--- src/rtl/msrv32_pkg.sv ---
// Shared types for the instruction encoder: immediate type codes and the
// non-immediate instruction fields.
package msrv32_pkg;

  localparam int unsigned XLEN     = 32;
  localparam int unsigned IMM_T_W  = 3;

  localparam logic [IMM_T_W-1:0] IMM_I   = 3'b001;
  localparam logic [IMM_T_W-1:0] IMM_S   = 3'b010;
  localparam logic [IMM_T_W-1:0] IMM_B   = 3'b011;
  localparam logic [IMM_T_W-1:0] IMM_U   = 3'b100;
  localparam logic [IMM_T_W-1:0] IMM_J   = 3'b101;
  localparam logic [IMM_T_W-1:0] IMM_CSR = 3'b110;

  typedef struct packed {
    logic [6:0] opcode;
    logic [4:0] rd;
    logic [2:0] funct3;
    logic [4:0] rs1;
    logic [4:0] rs2;
    logic [6:0] funct7;
  } fields_t;

  // True when v[31:lsb] are all the same bit, i.e. v fits a signed field ending at lsb.
  function automatic logic sext_ok(input logic [XLEN-1:0] v, input int unsigned lsb);
    logic signed [XLEN-1:0] t;
    t = $signed(v) >>> lsb;
    return (t == '0) || (t == '1);
  endfunction

endpackage

--- src/rtl/msrv32_instr_encoder_if.sv ---
// Request/response bus of the instruction encoder.
interface msrv32_instr_encoder_if;
  logic        in_valid_in;
  logic        in_ready_out;
  logic [2:0]  imm_type_in;
  logic [31:0] imm_in;
  logic [6:0]  opcode_in;
  logic [4:0]  rd_in;
  logic [2:0]  funct3_in;
  logic [4:0]  rs1_in;
  logic [4:0]  rs2_in;
  logic [6:0]  funct7_in;
  logic        out_valid_out;
  logic        out_ready_in;
  logic [31:0] instr_out;
  logic        err_out;

  modport master (
    output in_valid_in, imm_type_in, imm_in, opcode_in, rd_in, funct3_in,
           rs1_in, rs2_in, funct7_in, out_ready_in,
    input  in_ready_out, out_valid_out, instr_out, err_out
  );

  modport slave (
    input  in_valid_in, imm_type_in, imm_in, opcode_in, rd_in, funct3_in,
           rs1_in, rs2_in, funct7_in, out_ready_in,
    output in_ready_out, out_valid_out, instr_out, err_out
  );
endinterface

--- src/rtl/msrv32_imm_packer.sv ---
// Combinational RV32I word packer: scatters the immediate per type and flags
// immediates that the chosen format cannot represent.
module msrv32_imm_packer
  import msrv32_pkg::*;
#(
  parameter bit CHECK_EN = 1'b1
) (
  input  logic [IMM_T_W-1:0] imm_type,
  input  logic [XLEN-1:0]    imm,
  input  fields_t            fields,
  output logic [XLEN-1:0]    word_c,
  output logic               err_c
);

  logic err_raw;

  always_comb begin
    word_c  = {imm[11:0], fields.rs1, fields.funct3, fields.rd, fields.opcode};
    err_raw = !sext_ok(imm, 11);
    case (imm_type)
      IMM_S: begin
        word_c  = {imm[11:5], fields.rs2, fields.rs1, fields.funct3, imm[4:0], fields.opcode};
        err_raw = !sext_ok(imm, 11);
      end
      IMM_B: begin
        word_c  = {imm[12], imm[10:5], fields.rs2, fields.rs1, fields.funct3,
                   imm[4:1], imm[11], fields.opcode};
        err_raw = !sext_ok(imm, 12) || imm[0];
      end
      IMM_U: begin
        word_c  = {imm[31:12], fields.rd, fields.opcode};
        err_raw = |imm[11:0];
      end
      IMM_J: begin
        word_c  = {imm[20], imm[10:1], imm[11], imm[19:12], fields.rd, fields.opcode};
        err_raw = !sext_ok(imm, 20) || imm[0];
      end
      IMM_CSR: begin
        word_c  = {fields.funct7, fields.rs2, imm[4:0], fields.funct3, fields.rd, fields.opcode};
        err_raw = |imm[31:5];
      end
      default: ;
    endcase
    err_c = CHECK_EN && err_raw;
  end

endmodule

--- src/rtl/msrv32_instr_encoder.sv ---
// Two-stage valid/ready instruction encoder with a saturating count of
// unrepresentable-immediate transfers.
module msrv32_instr_encoder
  import msrv32_pkg::*;
#(
  parameter int unsigned ERR_CNT_W = 16,
  parameter bit          CHECK_EN  = 1'b1
) (
  input  logic                 ms_riscv32_mp_clk_in,
  input  logic                 ms_riscv32_mp_rst_n_in,
  msrv32_instr_encoder_if.slave bus,
  output logic [ERR_CNT_W-1:0] err_count_out
);

  fields_t          fields;
  logic [XLEN-1:0]  pack_word;
  logic             pack_err;
  logic             s1_valid;
  logic [XLEN-1:0]  s1_word;
  logic             s1_err;
  logic             s2_adv;
  logic             s1_adv;
  logic             in_ready;
  logic             in_fire;
  logic             err_fire;

  assign fields = '{opcode: bus.opcode_in, rd: bus.rd_in, funct3: bus.funct3_in,
                    rs1: bus.rs1_in, rs2: bus.rs2_in, funct7: bus.funct7_in};

  msrv32_imm_packer #(.CHECK_EN(CHECK_EN)) u_packer (
    .imm_type (bus.imm_type_in),
    .imm      (bus.imm_in),
    .fields   (fields),
    .word_c   (pack_word),
    .err_c    (pack_err)
  );

  // Ready is combinational through out_ready_in so a full pipe still streams.
  assign s2_adv           = !bus.out_valid_out || bus.out_ready_in;
  assign s1_adv           = s1_valid && s2_adv;
  assign in_ready         = !s1_valid || s2_adv;
  assign in_fire          = bus.in_valid_in && in_ready;
  assign err_fire         = bus.out_valid_out && bus.out_ready_in && bus.err_out;
  assign bus.in_ready_out = in_ready;

  // Stage 1: packed word and error flag.
  always_ff @(posedge ms_riscv32_mp_clk_in or negedge ms_riscv32_mp_rst_n_in) begin
    if (!ms_riscv32_mp_rst_n_in) begin
      s1_valid <= 1'b0;
      s1_word  <= '0;
      s1_err   <= 1'b0;
    end else if (in_ready) begin
      s1_valid <= bus.in_valid_in;
      if (in_fire) begin
        s1_word <= pack_word;
        s1_err  <= pack_err;
      end
    end
  end

  // Stage 2: output register and error counter.
  always_ff @(posedge ms_riscv32_mp_clk_in or negedge ms_riscv32_mp_rst_n_in) begin
    if (!ms_riscv32_mp_rst_n_in) begin
      bus.out_valid_out <= 1'b0;
      bus.instr_out     <= '0;
      bus.err_out       <= 1'b0;
      err_count_out     <= '0;
    end else begin
      if (s2_adv) begin
        bus.out_valid_out <= s1_valid;
        if (s1_adv) begin
          bus.instr_out <= s1_word;
          bus.err_out   <= s1_err;
        end
      end
      if (err_fire && (err_count_out != '1)) begin
        err_count_out <= err_count_out + ERR_CNT_W'(1);
      end
    end
  end

endmodule
--- src/flat_wrapper.sv ---
// flat-port wrapper written by rule: the top's interface ports become plain ports
module msrv32_instr_encoder_flat import msrv32_pkg::*;
#(
  parameter int unsigned ERR_CNT_W = 16,
  parameter bit          CHECK_EN  = 1'b1
)
  (ms_riscv32_mp_clk_in, ms_riscv32_mp_rst_n_in, err_count_out, bus_in_valid_in, bus_imm_type_in, bus_imm_in, bus_opcode_in, bus_rd_in, bus_funct3_in, bus_rs1_in, bus_rs2_in, bus_funct7_in, bus_out_ready_in, bus_in_ready_out, bus_out_valid_out, bus_instr_out, bus_err_out);
  msrv32_instr_encoder_if bus_i ();
  input  logic ms_riscv32_mp_clk_in;
  input  logic ms_riscv32_mp_rst_n_in;
  output logic [ERR_CNT_W-1:0] err_count_out;
  input wire logic [$bits(bus_i.in_valid_in)-1:0] bus_in_valid_in;
  input wire logic [$bits(bus_i.imm_type_in)-1:0] bus_imm_type_in;
  input wire logic [$bits(bus_i.imm_in)-1:0] bus_imm_in;
  input wire logic [$bits(bus_i.opcode_in)-1:0] bus_opcode_in;
  input wire logic [$bits(bus_i.rd_in)-1:0] bus_rd_in;
  input wire logic [$bits(bus_i.funct3_in)-1:0] bus_funct3_in;
  input wire logic [$bits(bus_i.rs1_in)-1:0] bus_rs1_in;
  input wire logic [$bits(bus_i.rs2_in)-1:0] bus_rs2_in;
  input wire logic [$bits(bus_i.funct7_in)-1:0] bus_funct7_in;
  input wire logic [$bits(bus_i.out_ready_in)-1:0] bus_out_ready_in;
  output wire logic [$bits(bus_i.in_ready_out)-1:0] bus_in_ready_out;
  output wire logic [$bits(bus_i.out_valid_out)-1:0] bus_out_valid_out;
  output wire logic [$bits(bus_i.instr_out)-1:0] bus_instr_out;
  output wire logic [$bits(bus_i.err_out)-1:0] bus_err_out;
  assign bus_i.in_valid_in = bus_in_valid_in;
  assign bus_i.imm_type_in = bus_imm_type_in;
  assign bus_i.imm_in = bus_imm_in;
  assign bus_i.opcode_in = bus_opcode_in;
  assign bus_i.rd_in = bus_rd_in;
  assign bus_i.funct3_in = bus_funct3_in;
  assign bus_i.rs1_in = bus_rs1_in;
  assign bus_i.rs2_in = bus_rs2_in;
  assign bus_i.funct7_in = bus_funct7_in;
  assign bus_i.out_ready_in = bus_out_ready_in;
  assign bus_in_ready_out = bus_i.in_ready_out;
  assign bus_out_valid_out = bus_i.out_valid_out;
  assign bus_instr_out = bus_i.instr_out;
  assign bus_err_out = bus_i.err_out;
  msrv32_instr_encoder #(.ERR_CNT_W(ERR_CNT_W), .CHECK_EN(CHECK_EN)) u_core (.ms_riscv32_mp_clk_in(ms_riscv32_mp_clk_in), .ms_riscv32_mp_rst_n_in(ms_riscv32_mp_rst_n_in), .bus(bus_i), .err_count_out(err_count_out));
endmodule
--- config.mk ---
export PLATFORM = sky130hd
export DESIGN_NAME = msrv32_instr_encoder_flat
export DESIGN_NICKNAME = d
export VERILOG_FILES = /design/src/rtl/msrv32_pkg.sv /design/src/rtl/msrv32_instr_encoder_if.sv /design/src/rtl/msrv32_imm_packer.sv /design/src/rtl/msrv32_instr_encoder.sv /design/src/flat_wrapper.sv
export SDC_FILE = /design/constraint.sdc
export NUM_CORES = 1
export LEC_CHECK = 0
export ABC_AREA = 1
export ABC_CLOCK_PERIOD_IN_PS = 4100
export BUFFER_PORTS_ARGS = -buffer_cell sky130_fd_sc_hd__buf_2
export CAP_MARGIN = 20
export CORE_MARGIN = 3
export CORE_UTILIZATION = 25
export DETAILED_ROUTE_END_ITERATION = 12
export PLACE_DENSITY = 0.45
export SYNTH_ARGS = -nofsm -noshare
export SYNTH_HDL_FRONTEND = slang
export SYNTH_HIERARCHICAL = 1
export SYNTH_SLANG_ARGS = --single-unit
export TNS_END_PERCENT = 30
--- constraint.sdc ---
create_clock -name ms_riscv32_mp_clk_in -period 4.1 [get_ports ms_riscv32_mp_clk_in]
set_clock_uncertainty 0.1 [all_clocks]
set_input_delay 0.205 -clock ms_riscv32_mp_clk_in [delete_from_list [all_inputs] [get_ports ms_riscv32_mp_clk_in]]
set_output_delay 0.205 -clock ms_riscv32_mp_clk_in [all_outputs]
set_load 0.01 [all_outputs]
### Word level (Yosys, flattened, before mapping)

Cells that the tools add are included.

* register bits after elaboration: 84
* output and inout bits: 51
* logic and storage cells: 43
* input bits: 71

* add/subtract/negate cells: 1
* reductions and logical operators: 24
* eq/ne operators: 9
* muxes and demuxes: 2

Operators by type and width (number)
* case mux 32 bit (5 select lines): 1
* == test 32 bit (second input constant): 3
* zero test 32 bit: 3
* OR reduction 27 bit: 1
* adder 16 x 1 -> 16 bit (second input constant): 1
* != test 16 bit (second input constant): 1
* OR reduction 12 bit: 1
* == test 3 bit (second input constant): 3
* logical OR 1 bit: 7
* == test 3 x 2 -> 1 bit (second input constant): 2
* logical AND 1 bit: 5
* zero test 1 bit: 5
* case mux 1 bit (4 select lines): 1
* AND reduction 2 bit: 2

### Logic depth before layout (Yosys ltp)

* depth after elaboration: 5
* gate-level depth with buffers: 12
* mapped depth without buffers: 12

### Cells and area by module

The synthesis kept the hierarchy.

By module, submodules not included
* msrv32_instr_encoder: seq. area each 2102.0 um2, cells each 342, times used 1, area each 3538.4 um2
* msrv32_imm_packer: seq. area each 0.0 um2, cells each 205, times used 1, area each 985.9 um2

### Least setup slack after synthesis

OpenSTA, ideal clock, no wires.

* kind: register to register
* from: register u_core.err_count_out[0]
* to: register u_core.err_count_out[5]
* data required time: 3.883 ns
* setup time: 0.117 ns
* setup slack: 2.452 ns
* buffers on the path: 1
* arrival: 1.431 ns
* cell stages (with the launch flop): 10
* period minus slack after synthesis: 1.648 ns
* cell sequence: dfrtp_1 -> ha_1 -> inv_2 -> nor2_4 -> nand2_2 -> nor2_4 -> nor2_4 -> buf_8 -> nand2_1 -> nand2_1

* cells in the longest elaborated chain, start to end: 2
* elaborated cells between the ends (all ways): 3
* those cells by class: add/sub (1); eq/ne (1); reduce/logical (1)

RTL lines
* from (decl): line msrv32_instr_encoder.sv:12 `output logic [ERR_CNT_W-1:0] err_count_out`
* from (signal assigned): line msrv32_instr_encoder.sv:77 `err_count_out <= err_count_out + ERR_CNT_W'(1);`
* parallel branches: the longest is 2 deep, another holds adder 16 x 1 -> 16 bit

Several ways; the timed one is not identified.
A chain may end at the register's enable or synchronous reset.

### Worst setup path in the final report

* from: register u_core.bus.out_valid_out
* to: register u_core.s1_word[14]

* cells in the longest elaborated chain, start to end: 5

RTL lines
* from (decl): line msrv32_instr_encoder_if.sv:27 `output in_ready_out, out_valid_out, instr_out, err_out`
* from (signal assigned): line msrv32_instr_encoder.sv:70 `bus.out_valid_out <= s1_valid;`
* zero test 1 bit (*): line msrv32_instr_encoder.sv:39 `assign s2_adv = !bus.out_valid_out || bus.out_ready_in;`
* logical OR 1 bit (*): line msrv32_instr_encoder.sv:39
* logical OR 1 bit (*): line msrv32_instr_encoder.sv:41 `assign in_ready = !s1_valid || s2_adv;`
* logical AND 1 bit: line msrv32_instr_encoder.sv:42 `assign in_fire = bus.in_valid_in && in_ready;`
* AND reduction 2 bit (no line) (*)
* to (signal assigned): line msrv32_instr_encoder.sv:55 `s1_word <= pack_word;`
* to (decl): line msrv32_instr_encoder.sv:19 `logic [XLEN-1:0] s1_word;`

Mark *: on every way between the ends. The rest lies on a longest branch, timed or not.

==> flow_metrics.tcl <==
set metrics [dict create \
    path_clk_slew_ps 60 \
    worst-r2r-cell-count 4 \
    max_cap_violations 0 \
    cp-end-kind "flop" \
    drc 0 \
    floorplan.die_area_mm2 0.0197 \
    crit_type "flop to flop" \
    layout_commonest_cell "nand2_1" \
    resized_after_cts 0 \
    vias_after_detailed_routing 3933 \
    cts_hold_repair.buffers 1 \
    initial_utilization_pct 25.9 \
    met1_length_um 5920 \
    hold_path_stages 3 \
    row_count 48 \
    top_library_cells_by_usage_in_the_layout_fill_and_taps_aside "165 x nand2_1, 120 x buf_2, 84 x dfrtp_1" \
    yosys.area_share.adder_pct 0.277 \
    number_of_warning_messages_in_the_yosys_log 6 \
    tns_ps 0 \
    report.final.slew_viol_count 0 \
    ioPinCount 122 \
    ctsHtreeMaxLevel 3 \
    critPathArrivalTime_ps 2070 \
    wire_per_inst_um 13.9 \
    layout_min_cycle_time_ps 1950 \
    timing.hold.ws_ps 24.4 \
    synth_top_family_by_area "simple AND/OR/NAND/NOR gates" \
    p_per_area_mw_per_mm2 479 \
    number_of_global_route_vias_before_repair 4093 \
    nature_of_the_critical_path_startpoint "flop" \
    clock.fmax_ghz 0.513 \
    core_mm2 0.0175 \
    postSynthCellCount 547 \
    drt-initial-drc-count 188 \
    syn-cell-area_mm2 0.00452 \
    synthDistinctLibCells 34 \
    synth.avg_cell_area_um2 8.27 \
    highest_layer "met4" \
    die-height_um 141 \
    grt_antenna_before_repair 0 \
    share_of_cells_above_drive_strength_1_pct 30.9 \
    cts.path.max_buffers 2 \
    clock-root-buffer "clkbuf_16" \
    dr_wl_met2_um 5670 \
    grt_util_all_layers_pct 13.0 \
    synthSimpleGateAreaFrac_pct 26.1 \
    later_pin_clock_latency_in_the_skew_report_ps 340 \
    dr.pass1.iters 5 \
    grt_first_pass_wirelength_um 20700 \
    setup_viol 0 \
    vdd_ir_drop_max_mv 0.187 \
    setup_repair_after_global_routing_missed_its_margin "no" \
    total_length_of_routed_met3_wires_um 715 \
    synth_nets 619 \
    worstPathRequired_ps 4220 \
    grt_remaining_overflow 0 \
    vias_per_cell 4.41 \
    nFillCells 1893 \
    hp-class "primary input to flop" \
    cts_made_buffers 9 \
    dp_hpwl_um 9710 \
    status "complete, no violations" \
    post_cts_setup_repair_buffer_count 0 \
    critical_path_peak_fanout 30 \
    pin_count_of_the_biggest_net_entering_global_routing 52 \
    max_slew.worst_pin.slew_ps 965 \
    worst-r2r-setup-slack_ps 2150 \
    ant_nets 0 \
    wl_um 12400 \
    power.leakage_nw 2.76 \
    synth-seq-cells 84 \
    port-buffer-count 121 \
    final_nets 734 \
    synth_seq_area_share_pct 46.5 \
    clock_sinks 84 \
    gp_congestion 0.853 \
    synth.area.mux_share_pct 9.90 \
    synth_compound_area_share_pct 7.72 \
    post-route-period-util_pct 47.6 \
    diodes 0 \
    area_grow_syn2layout_pct 23.7 \
    hold_violations 0 \
    chipWidth_um 141 \
    cts_tree "done" \
    max_slew_margin_pct 35.5 \
    area_share_of_xor_xnor_cells_in_the_synthesized_design_pct 1.36 \
]
## sequential cells by signal, indices dropped and copies added (netlist names)
register,flops
u_core/bus.err_out,1
u_core/bus.instr_out,32
u_core/bus.out_valid_out,1
u_core/err_count_out,16
u_core/s1_err,1
u_core/s1_valid,1
u_core/s1_word,32
## area by class of cell
type	instances	area, um^2	area share (%)
Clock buffer	10	239	4.27
Sequential cell	84	2100	37.6
Tap cell	225	282	5.03
Timing Repair Buffer	124	633	11.3
Inverter	59	221	3.96
Clock inverter	6	63.8	1.14
Multi-Input combinational cell	384	2060	36.7
## cells by family after synthesis
logic type                 after synthesis
and+or+nand+nor                        277
DFF                                     84
buffers and inverters                   79
AOI/OAI and AO/OA                       59
muxes                                   40
xor gates and xnor gates                 7
adders and majority gates                1
## synthesized netlist by cell type, drive strengths merged
library cell	number	share of area, %
nor4	1	0.14
o221ai	6	1.2
mux2i	2	0.44
nor2	77	7.8
dfrtp	84	46
nand4	6	0.83
or2	1	0.14
xnor2	5	0.97
a211o	1	0.19
mux2	38	9.5
nand3	19	2.4
o22ai	2	0.28
o211ai	6	1.2
ha	1	0.28
buf	19	3.2
a21oi	16	1.8
o21ai	28	3.1
nand2	173	15
inv	59	4.9
clkbuf	1	0.083
xor2	2	0.39
## worst paths after layout
check                                                  endpoint                            startpoint
min in group asynchronous  u_core/bus.instr_out[28]$_DFFE_PN0P_                ms_riscv32_mp_rst_n_in
max                              u_core/s1_word[14]$_DFFE_PN0P_  u_core/bus.out_valid_out$_DFFE_PN0N_
max in group asynchronous   u_core/bus.instr_out[5]$_DFFE_PN0P_                ms_riscv32_mp_rst_n_in
min                               u_core/s1_word[1]$_DFFE_PN0P_                      bus_opcode_in[1]
min reg2reg                 u_core/bus.instr_out[6]$_DFFE_PN0P_   u_core/bus.instr_out[6]$_DFFE_PN0P_
max reg2reg                      u_core/s1_word[14]$_DFFE_PN0P_  u_core/bus.out_valid_out$_DFFE_PN0N_
## metal layers
layer	up-vias	GRT usage, %
met5	-	0
met4	0	3.47
met3	8	3.38
met2	114	20.7
met1	1840	17.4
li1	1971	-
## per-stage QoR
stage / cell area, um^2 / total power, mW / instances / util [%] / setup WS (ps)
finish: 5600 / 2.68 / 892 / 32.0 / 2150
global route: 5600 / 2.87 / 892 / 32.0 / 1970
CTS: 5600 / 2.74 / 892 / 32.0 / 2120
detailed placement: 5280 / 1.89 / 875 / 30.2 / 2120
global placement: 5280 / 1.88 / 875 / 30.2 / 2190
floorplan: 4520 / 1.58 / 547 / - / 2450
## report_power, final
| group | internal (mW) | switching, mW |
|---|---|---|
| registers | 1.04 | 0.120 |
| clock network | 0.487 | 0.339 |
| logic | 0.307 | 0.391 |
## critical path: stages, from the launching register on
cell     delay, ps
dfrtp_1        390
nand3_1        150
nand2_2        480
buf_4          350
mux2_2         360
(Power assumes the default switching activity.)
